## config.mk

```make
export PLATFORM = sky130hd
export DESIGN_NAME = inta_sequencer
export DESIGN_NICKNAME = d
export VERILOG_FILES = /design/src/rtl/inta_sequencer_pkg.sv /design/src/rtl/inta_sequencer_vector_mux.sv /design/src/rtl/inta_sequencer.sv
export SDC_FILE = /design/constraint.sdc
export NUM_CORES = 1
export LEC_CHECK = 0
export ABC_AREA = 1
export BUFFER_PORTS_ARGS = -buffer_cell sky130_fd_sc_hd__buf_2
export CAP_MARGIN = 40
export CORE_ASPECT_RATIO = 1.5
export CORE_MARGIN = 5
export CORE_UTILIZATION = 25
export DETAILED_ROUTE_END_ITERATION = 6
export GPL_TIMING_DRIVEN = 0
export PLACE_DENSITY = 0.42
export SLEW_MARGIN = 20
export SYNTH_ARGS = -nofsm -noshare
export SYNTH_HDL_FRONTEND = slang
export SYNTH_SLANG_ARGS = --single-unit
```

## constraint.sdc

```tcl
create_clock -name CLK -period 4.99 [get_ports CLK]
set_input_delay 0 -clock CLK [delete_from_list [all_inputs] [get_ports CLK]]
set_output_delay 0 -clock CLK [all_outputs]
set_load 0.05 [all_outputs]
```

## src/rtl/inta_sequencer_pkg.sv

```systemverilog
// Shared types and constants for the PIC interrupt-acknowledge sequencer.
package pic_pkg;

  typedef enum logic [2:0] {
    IDLE = 3'd0,
    P1   = 3'd1,
    G1   = 3'd2,
    P2   = 3'd3,
    G2   = 3'd4,
    P3   = 3'd5
  } inta_state_e;

  localparam logic [7:0] CALL_OPCODE = 8'hCD;
  localparam logic [2:0] SPURIOUS_IR = 3'd7;
  localparam logic       MODE_8080   = 1'b0;
  localparam logic       MODE_8086   = 1'b1;

  // ICW fields frozen at the first INTA pulse so mid-cycle reprogramming cannot tear a vector.
  typedef struct packed {
    logic       spen;
    logic       single;
    logic       mode;
    logic       aeoi;
    logic [7:0] sreg;
    logic [4:0] vbase;
    logic [7:0] callHi;
    logic [2:0] callLo;
    logic       adi;
  } icw_cfg_t;

endpackage

```

## src/rtl/inta_sequencer_vector_mux.sv

```systemverilog
// Combinational formatter for the CALL opcode / vector byte presented in each INTA pulse.
module inta_vector_mux
  import pic_pkg::*;
(
  input  inta_state_e state_i,
  input  logic        mode_i,
  input  logic [2:0]  isrIndex_i,
  input  logic [4:0]  vectorBase_i,
  input  logic [7:0]  callAddrHigh_i,
  input  logic [2:0]  callAddrLow_i,
  input  logic        interval4_i,
  output logic [7:0]  vecByte_o,
  output logic        vecValid_o
);

  always_comb begin
    vecByte_o  = 8'h00;
    vecValid_o = 1'b0;
    case (state_i)
      P1: begin
        if (mode_i == MODE_8080) begin
          vecByte_o  = CALL_OPCODE;
          vecValid_o = 1'b1;
        end
      end
      P2: begin
        vecValid_o = 1'b1;
        if (mode_i == MODE_8086) begin
          vecByte_o = {vectorBase_i, isrIndex_i};
        end else if (interval4_i) begin
          vecByte_o = {callAddrLow_i, isrIndex_i, 2'b00};
        end else begin
          vecByte_o = {callAddrLow_i[2:1], isrIndex_i, 3'b000};
        end
      end
      P3: begin
        if (mode_i == MODE_8080) begin
          vecByte_o  = callAddrHigh_i;
          vecValid_o = 1'b1;
        end
      end
      default: begin
        vecByte_o  = 8'h00;
        vecValid_o = 1'b0;
      end
    endcase
  end

endmodule

```

## src/rtl/inta_sequencer.sv

```systemverilog
// INTA cycle sequencer: owns CAS and data-bus drive for 8080/8086 acknowledge cycles.
// Define INTA_TIMEOUT_EN to add a gap watchdog that aborts a stalled sequence.
module inta_sequencer
  import pic_pkg::*;
#(
  parameter int CAS_WIDTH      = 3,
  parameter int TIMEOUT_CYCLES = 255
) (
  input  logic                 CLK,
  input  logic                 RST,
  input  logic                 INTA_n,
  input  logic                 intRequest,
  input  logic [CAS_WIDTH-1:0] interruptLocation,
  input  logic                 SPEN,
  input  logic                 singleMode,
  input  logic                 mode8086,
  input  logic                 autoEOI,
  input  logic [7:0]           SReg,
  input  logic [4:0]           vectorBase,
  input  logic [7:0]           callAddrHigh,
  input  logic [2:0]           callAddrLow,
  input  logic                 interval4,
  input  logic [CAS_WIDTH-1:0] CASIn,
  output logic [CAS_WIDTH-1:0] CASOut,
  output logic                 CASOE,
  output logic                 INT,
  output logic [7:0]           dataOut,
  output logic                 dataOE,
  output logic                 setISR,
  output logic                 clearISR,
  output logic [CAS_WIDTH-1:0] isrIndex,
  output logic                 busy
);

  inta_state_e          state_q, state_d;
  icw_cfg_t             cfg_q, cfg_d, cfgIn;
  logic [CAS_WIDTH-1:0] isr_q, isr_d;
  logic                 spur_q, spur_d;
  logic                 slaveSel_q, slaveSel_d;
  logic                 inta_q;
  logic                 int_q, int_d;
  logic                 setIsr_q, setIsr_d;
  logic                 clearIsr_q, clearIsr_d;
  logic                 casOe_q, casOe_d;
  logic [CAS_WIDTH-1:0] casOut_q, casOut_d;
  logic                 dataOe_q, dataOe_d;
  logic [7:0]           dataOut_q, dataOut_d;
  logic                 busy_q, busy_d;
  logic                 fall, rise, cascTarget, chipDrives, vecValid;
  logic [7:0]           vecByte;

`ifdef INTA_TIMEOUT_EN
  localparam int CntW = $clog2(TIMEOUT_CYCLES + 1);
  logic [CntW-1:0] cnt_q, cnt_d;
`endif

  assign fall = inta_q & ~INTA_n;
  assign rise = ~inta_q & INTA_n;

  always_comb begin
    cfgIn        = '0;
    cfgIn.spen   = SPEN;
    cfgIn.single = singleMode;
    cfgIn.mode   = mode8086;
    cfgIn.aeoi   = autoEOI;
    cfgIn.sreg   = SReg;
    cfgIn.vbase  = vectorBase;
    cfgIn.callHi = callAddrHigh;
    cfgIn.callLo = callAddrLow;
    cfgIn.adi    = interval4;
  end

  always_comb begin
    state_d    = state_q;
    cfg_d      = cfg_q;
    isr_d      = isr_q;
    spur_d     = spur_q;
    slaveSel_d = slaveSel_q;
    int_d      = int_q;
    setIsr_d   = 1'b0;
    clearIsr_d = 1'b0;
    case (state_q)
      IDLE: begin
        int_d = intRequest;
        if (fall) begin
          // A request that has not yet reached INT is treated as spurious.
          state_d    = P1;
          int_d      = 1'b0;
          cfg_d      = cfgIn;
          spur_d     = ~(intRequest & int_q);
          isr_d      = spur_d ? CAS_WIDTH'(SPURIOUS_IR) : interruptLocation;
          setIsr_d   = ~spur_d;
          slaveSel_d = 1'b0;
        end
      end
      P1: if (rise) state_d = G1;
      G1: begin
        if (fall) begin
          state_d    = P2;
          slaveSel_d = ~cfg_q.spen & ~cfg_q.single & (CASIn == cfg_q.sreg[CAS_WIDTH-1:0]);
        end
      end
      P2: begin
        if (rise) begin
          if (cfg_q.mode == MODE_8086) begin
            state_d    = IDLE;
            clearIsr_d = cfg_q.aeoi & ~spur_q;
          end else begin
            state_d = G2;
          end
        end
      end
      G2: if (fall) state_d = P3;
      P3: begin
        if (rise) begin
          state_d    = IDLE;
          clearIsr_d = cfg_q.aeoi & ~spur_q;
        end
      end
      default: state_d = IDLE;
    endcase

`ifdef INTA_TIMEOUT_EN
    cnt_d = '0;
    if ((state_q == G1 || state_q == G2) && state_d == state_q) begin
      if (cnt_q == CntW'(TIMEOUT_CYCLES - 1)) begin
        state_d = IDLE;
      end else begin
        cnt_d = cnt_q + 1'b1;
      end
    end
`endif

    // Outputs are derived from next-state values so they appear one clock after the sampled edge.
    cascTarget = cfg_d.spen & ~cfg_d.single & cfg_d.sreg[isr_d];
    chipDrives = cfg_d.single | (cfg_d.spen & ~cascTarget) | slaveSel_d;
    casOe_d    = (state_d != IDLE) & cascTarget;
    casOut_d   = casOe_d ? isr_d : '0;
    dataOe_d   = vecValid & chipDrives;
    dataOut_d  = dataOe_d ? vecByte : 8'h00;
    busy_d     = (state_d != IDLE);
  end

  inta_vector_mux uVecMux (
    .state_i        (state_d),
    .mode_i         (cfg_d.mode),
    .isrIndex_i     (isr_d[2:0]),
    .vectorBase_i   (cfg_d.vbase),
    .callAddrHigh_i (cfg_d.callHi),
    .callAddrLow_i  (cfg_d.callLo),
    .interval4_i    (cfg_d.adi),
    .vecByte_o      (vecByte),
    .vecValid_o     (vecValid)
  );

  always_ff @(posedge CLK) begin
    if (RST) begin
      state_q    <= IDLE;
      cfg_q      <= '0;
      isr_q      <= '0;
      spur_q     <= 1'b0;
      slaveSel_q <= 1'b0;
      inta_q     <= 1'b1;
      int_q      <= 1'b0;
      setIsr_q   <= 1'b0;
      clearIsr_q <= 1'b0;
      casOe_q    <= 1'b0;
      casOut_q   <= '0;
      dataOe_q   <= 1'b0;
      dataOut_q  <= 8'h00;
      busy_q     <= 1'b0;
`ifdef INTA_TIMEOUT_EN
      cnt_q      <= '0;
`endif
    end else begin
      state_q    <= state_d;
      cfg_q      <= cfg_d;
      isr_q      <= isr_d;
      spur_q     <= spur_d;
      slaveSel_q <= slaveSel_d;
      inta_q     <= INTA_n;
      int_q      <= int_d;
      setIsr_q   <= setIsr_d;
      clearIsr_q <= clearIsr_d;
      casOe_q    <= casOe_d;
      casOut_q   <= casOut_d;
      dataOe_q   <= dataOe_d;
      dataOut_q  <= dataOut_d;
      busy_q     <= busy_d;
`ifdef INTA_TIMEOUT_EN
      cnt_q      <= cnt_d;
`endif
    end
  end

  assign CASOut   = casOut_q;
  assign CASOE    = casOe_q;
  assign INT      = int_q;
  assign dataOut  = dataOut_q;
  assign dataOE   = dataOe_q;
  assign setISR   = setIsr_q;
  assign clearISR = clearIsr_q;
  assign isrIndex = isr_q;
  assign busy     = busy_q;

endmodule

```

# Word level (Yosys, flattened, before mapping)
# Index checks and enable logic that the tools add are counted.
# Widths: inputs -> output; s select.
# classes
n_addsub	0
multipliers	0
div_mod_pow	0
n_lt_le_gt_ge	1
eq_ne	9
shift	0
muxes	30
n_bitwise	25
reduce_logical	7
# ops
operator	count
$mux 29	2
$mux 3	10
$mux 8	3
$pmux 8 s3	1
$pmux 3 s6	1
$not 1->1	12
$and 1x1->1	11
$eq 3x2->1 const B	3
$eq 3x3->1 const B	3
$mux 1	8
$eq 3x1->1 const B	2
$mux 6	1
$pmux 1 s2	3
$reduce_or 2->1	3
$lt 3x4->1 const B	1
$bmux 1 s3	1
$eq 3x3->1	1
$logic_not 3->1	1
$reduce_bool 3->1	1
$reduce_or 3->1	1
$or 1x1->1	2
$reduce_and 2->1	1
# word_totals
regBits	55
latch_bits	0
ram_bits	0
mem_bits_ro	0
in_bits	39
output_inout_bits	20
elab_cells	94
memories	0

# Longest topological paths before layout
# depth
depth_word	14
mapped_depth	15
mapped_depth_nobuf	15

# By module
# Synthesis repeated with hierarchy kept, for this count alone.
# hier_totals
hier_cells	366
area_unflattened_um2	2632.5
# by_module_without_submodules
mod	n_inst	cells_per_inst	area_per_inst_um2	seq_area_each_um2
inta_sequencer	1	303	2357.3	1101.1
inta_vector_mux	1	63	275.3	0.0

# Least setup slack after synthesis
# Ideal clock, no wire load.
# synth_timing
kind	register to register
from	register int_q, in the netlist INT
to	register dataOut_q[2], in the netlist dataOut[2]
setup_time_ns	0.118
t_arrival_ns	1.710
t_required_ns	4.872
path_slack_ns	3.162
stages_incl_launch_ff	16
n_path_buf	0
synth_period_minus_slack_ns	1.828
path_cell_list	dfxtp_1 > nand2_1 > nor2_1 > nand2_1 > nand2_1 > nand2_1 > nand2_1 > inv_1 > nand3_1 > nand2_1 > nand2_1 > nand3_1 > nand2_1 > nand2_2 > nand2_4 > nor2_1
# synth_via
elab_chain_cells	14
elab_cells_between_ends	17
classes_between	mux: 8; bitwise: 8; reduce/logical: 1
# synth_rtl
element	line	rtl
start, declared	inta_sequencer.sv:41	logic int_q, int_d;
start signal, assigned	inta_sequencer.sv:182	int_q <= int_d;
$and 1x1->1 (*)	inta_sequencer.sv:90	spur_d = ~(intRequest & int_q);
$mux 3 (*)	inta_sequencer.sv:91	isr_d = spur_d ? CAS_WIDTH'(SPURIOUS_IR) : interruptLocation;
$mux 3 (*)	inta_sequencer.sv:85	if (fall) begin
$mux 3 (*)	inta_sequencer.sv:82	case (state_q)
$bmux 1 s3	inta_sequencer.sv:135	cascTarget = cfg_d.spen & ~cfg_d.single & cfg_d.sreg[isr_d];
$mux 1 (implied by the code)	inta_sequencer.sv:135	
$and 1x1->1	inta_sequencer.sv:135	
$not 1->1	inta_sequencer.sv:136	chipDrives = cfg_d.single | (cfg_d.spen & ~cascTarget) | slaveSel_d;
$and 1x1->1	inta_sequencer.sv:136	
$or 1x1->1 (2 in a row)	inta_sequencer.sv:136	
$and 1x1->1	inta_sequencer.sv:139	dataOe_d = vecValid & chipDrives;
$not 1->1 (no source line)	-	
$reduce_or 2->1 (no source line)	-	
end signal, assigned	inta_sequencer.sv:188	dataOut_q <= dataOut_d;
end, declared	inta_sequencer.sv:47	logic [7:0] dataOut_q, dataOut_d;
# Every way passes the cells marked *; elsewhere a longest branch is shown, timed or not. The select of a mux whose other input is x is not followed.
# A chain may end at the register's enable or synchronous reset.

# Worst setup path in the final report
# layout_timing
from	register state_q[2]
to	register dataOut_q[7], in the netlist dataOut[7]
# layout_via
elab_chain_cells	12
elab_cells_between_ends	38
classes_between	eq/ne: 8; mux: 18; bitwise: 9; reduce/logical: 3
# layout_rtl
element	line	rtl
start, declared	inta_sequencer.sv:35	inta_state_e state_q, state_d;
start signal, assigned	inta_sequencer.sv:176	state_q <= state_d;
$logic_not 3->1	inta_sequencer.sv:82	
$mux 29 / $mux 3 (equally long branches)	inta_sequencer.sv:82	
$bmux 1 s3 / $not 1->1 (equally long branches)	inta_sequencer.sv:135	
$mux 1 (implied by the code) / $and 1x1->1 (equally long branches)	inta_sequencer.sv:135	
$and 1x1->1	inta_sequencer.sv:135	
$not 1->1	inta_sequencer.sv:136	
$and 1x1->1	inta_sequencer.sv:136	
$or 1x1->1 (2 in a row)	inta_sequencer.sv:136	
$and 1x1->1	inta_sequencer.sv:139	
$not 1->1 (no source line)	-	
$reduce_or 2->1 (no source line)	-	
# Several ways; a longest one is shown, not always the timed one. The select of a mux whose other input is x is not followed.

==> results.json <==
{
  "status": "complete, but fails checks",
  "failed_checks": "hold timing",
  "grt_pass1_vias": 2347,
  "cts_sinks": 55,
  "power.density_nw_per_um2": 335,
  "setup.worst_path.end_class": "flop",
  "firstDrtPassIters": 4,
  "cap_violations": 0,
  "place_ws_ns": 2.82,
  "finalMaxSlewViolations": 0,
  "synth_nets": 361,
  "insertedDiodeCount": 0,
  "dr.first_iter.drc_count": 116,
  "whs_ns": -0.00244,
  "drc_errors": 0,
  "drive_above_1_share": 0.219,
  "rsz0062_at_grt": "no",
  "yosysUniqueCellTypes": 35,
  "cts_made_buffers": 5,
  "cp.required_ns": 5.17,
  "htree_levels": 2,
  "r2r_start": "state_q[2]",
  "routedWlPerCell_um": 13.5,
  "worstPathArrival_ns": 2.32,
  "place_area_sq_um": 2920,
  "tightest_slew_ns": 0.579,
  "hold_viol": 1,
  "synth-seq-cells": 55,
  "crit_type": "reg2reg",
  "fin_util": 0.338,
  "syn_area_per_cell_sq_um": 7.72,
  "layout_commonest_cell": "nand2_1",
  "skew_ns": 0.00424,
  "cts-root-buf": "clkbuf_16",
  "cts_tree": "yes",
  "setup_violations": 0,
  "worst_slack_ns": 2.85,
  "grt_pass1_wl_um": 11600,
  "start_kind": "flop",
  "post_cts_buffers": 0,
  "layout_common_cells": "73 x nand2_1, 58 x buf_2, 56 x nor2_1",
  "path_cells": "inv_1, nand2_1, nor2_1, nand2_1, nand2_1, inv_1, nand3_1, nand2_1, nand2_1, nand3_1, nand2_1, nand2_2, nand2_4, nor2_1",
  "dr_total_vias": 2296,
  "clockBufferDepth": 2,
  "max_stage_delay_ns": 0.37,
  "portBuffers": 58,
  "p_leak_nw": 1.61,
  "postRouteAntennaNets": 0,
  "crit_path_frequent_cell": "nand2_1",
  "routed_wl_um": 7030,
  "antenna_found_initial": 0,
  "rows": 44,
  "hold_class": "in2reg",
  "fp.dieArea_sq_um": 12100,
  "fin_crit_ns": 2.14,
  "clkTransAtPathRegs_ns": 0.06,
  "synthesis.area_sq_um": 2490,
  "min_period_over_period": 0.429,
  "stdcell_area_sq_um": 3280,
  "hp-start": "vectorBase[4]",
  "start_util": 0.257,
  "setup_tns_ns": 0,
  "die_x_um": 91.4,
  "clock_latency_ns": 0.29,
  "hpwl_um": 5430,
  "grt_use_total": 0.121,
  "critPathLaunch": "state_q[2]",
  "post_cts_resize_count": 0,
  "chipHeight_um": 132,
  "cts_hold_buf": 20,
  "relSlewSlack": 0.614,
  "area_growth_pct": 31.9,
  "grt_max_degree": 16,
  "overflow": 0,
  "layout.nets": 446,
  "netlist_instances": 322,
  "pin_count": 59,
  "globalplace.congestion": 0.768,
  "critPathSlowestCell": "dfxtp_1",
  "synth_warnings": 0,
  "core_area_sq_um": 9690,
  "vias_per_cell": 4.40,
  "fmax_mhz": 468,
  "vdd_drop_max_mv": 0.190,
  "synth.yosys.seq_area_share": 0.443,
  "worstPathMaxFanout": 9
}
[cells in the mapped netlist]
library cell | number | area share
clkbuf_1 | 4 | 0.0060
nor2_8 | 1 | 0.0081
xnor2_1 | 1 | 0.0035
o21a_1 | 3 | 0.0091
nor2_1 | 56 | 0.085
or2_2 | 3 | 0.0075
buf_6 | 4 | 0.018
or2_0 | 2 | 0.0050
nor2_4 | 2 | 0.0091
buf_8 | 1 | 0.0060
nand3b_1 | 1 | 0.0030
a21oi_1 | 16 | 0.032
inv_2 | 2 | 0.0030
nand3_1 | 14 | 0.028
o21ai_1 | 1 | 0.0020
nor2_2 | 1 | 0.0025
o21ai_4 | 1 | 0.0065
a31oi_1 | 1 | 0.0025
nand4_1 | 8 | 0.020
mux2i_1 | 13 | 0.052
nand3_4 | 1 | 0.0070
inv_1 | 27 | 0.041
xor2_1 | 2 | 0.0070
o21ai_0 | 11 | 0.022
o22ai_4 | 1 | 0.0081
or2_4 | 1 | 0.0035
nand2_1 | 73 | 0.11
o21ai_2 | 1 | 0.0035
o211ai_1 | 1 | 0.0030
a32oi_1 | 1 | 0.0035
dfxtp_1 | 55 | 0.44
nand2_4 | 4 | 0.018
nor3_1 | 6 | 0.012
nand2_2 | 2 | 0.0050
o32ai_1 | 1 | 0.0035
[report_power, final]
part           leakage, nW  internal, mW  switching [mW]
Sequential           0.450         0.465          0.0117
Clock               0.0769         0.234           0.150
Combinational         1.09        0.0892           0.150
Total                 1.61         0.789           0.311
[path summary, 6_finish.rpt]
kind                endpoint  slack [ns]  cells past startpoint
setup / recovery  dataOut[7]        2.85                     14
setup reg to reg  dataOut[7]        2.85                     14
hold / removal     cfg_q[16]      -0.002                      3
hold reg to reg     clearISR        0.42                      1
[cell families (layout without fill, tap and decap cells)]
group	count (synthesis)	count (layout)	share of synthesized area
AND/OR/NAND/NOR	175	175	0.324
flip-flops	55	55	0.443
AO/OA/AOI/OAI	38	38	0.0961
buffers and inverters	38	123	0.0740
multiplexers	13	13	0.0523
XOR/XNOR	3	3	0.0106
[registers in the layout, summed over array words and instances (netlist names)]
register,cells
setISR,1
isrIndex,3
slaveSel_q,1
INT,1
inta_q,1
state_q,3
dataOut,8
clearISR,1
CASOE,1
busy,1
CASOut,3
spur_q,1
cfg_q,29
dataOE,1
[metrics by stage]
| step | power (mW) | std cells |
|---|---|---|
| after CTS | 1.12 | 522 |
| after global routing | 1.17 | 522 |
| after global placement | 0.717 | 495 |
| after detailed placement | 0.719 | 495 |
| final | 1.10 | 522 |
| after floorplan | 0.651 | 322 |
[critical path: cells and delay by family (launching register included)]
kind / cells / cell delay (ns)
buf+inv: 2 / 0.33
flops: 1 / 0.37
simple gates: 12 / 1.33
[layer usage]
metal	global-route usage	vias up	wire length, um
met3	0.0268	5	325
met5	0	-	0
li1	-	1209	-
met4	0.0416	0	82
met2	0.214	47	3620
met1	0.142	1035	3000
[layout make-up]
type	instances	area, sq um
flip-flops and latches	55	1100
well taps	115	144
clock buffers	6	129
plain buffers	9	75.1
inverters	29	109
repair buffers	78	490
fillers	1071	6410
clock inverters	1	30.0
multi-input cells	229	1200
Note: power is estimated with default switching activity, not from simulation.
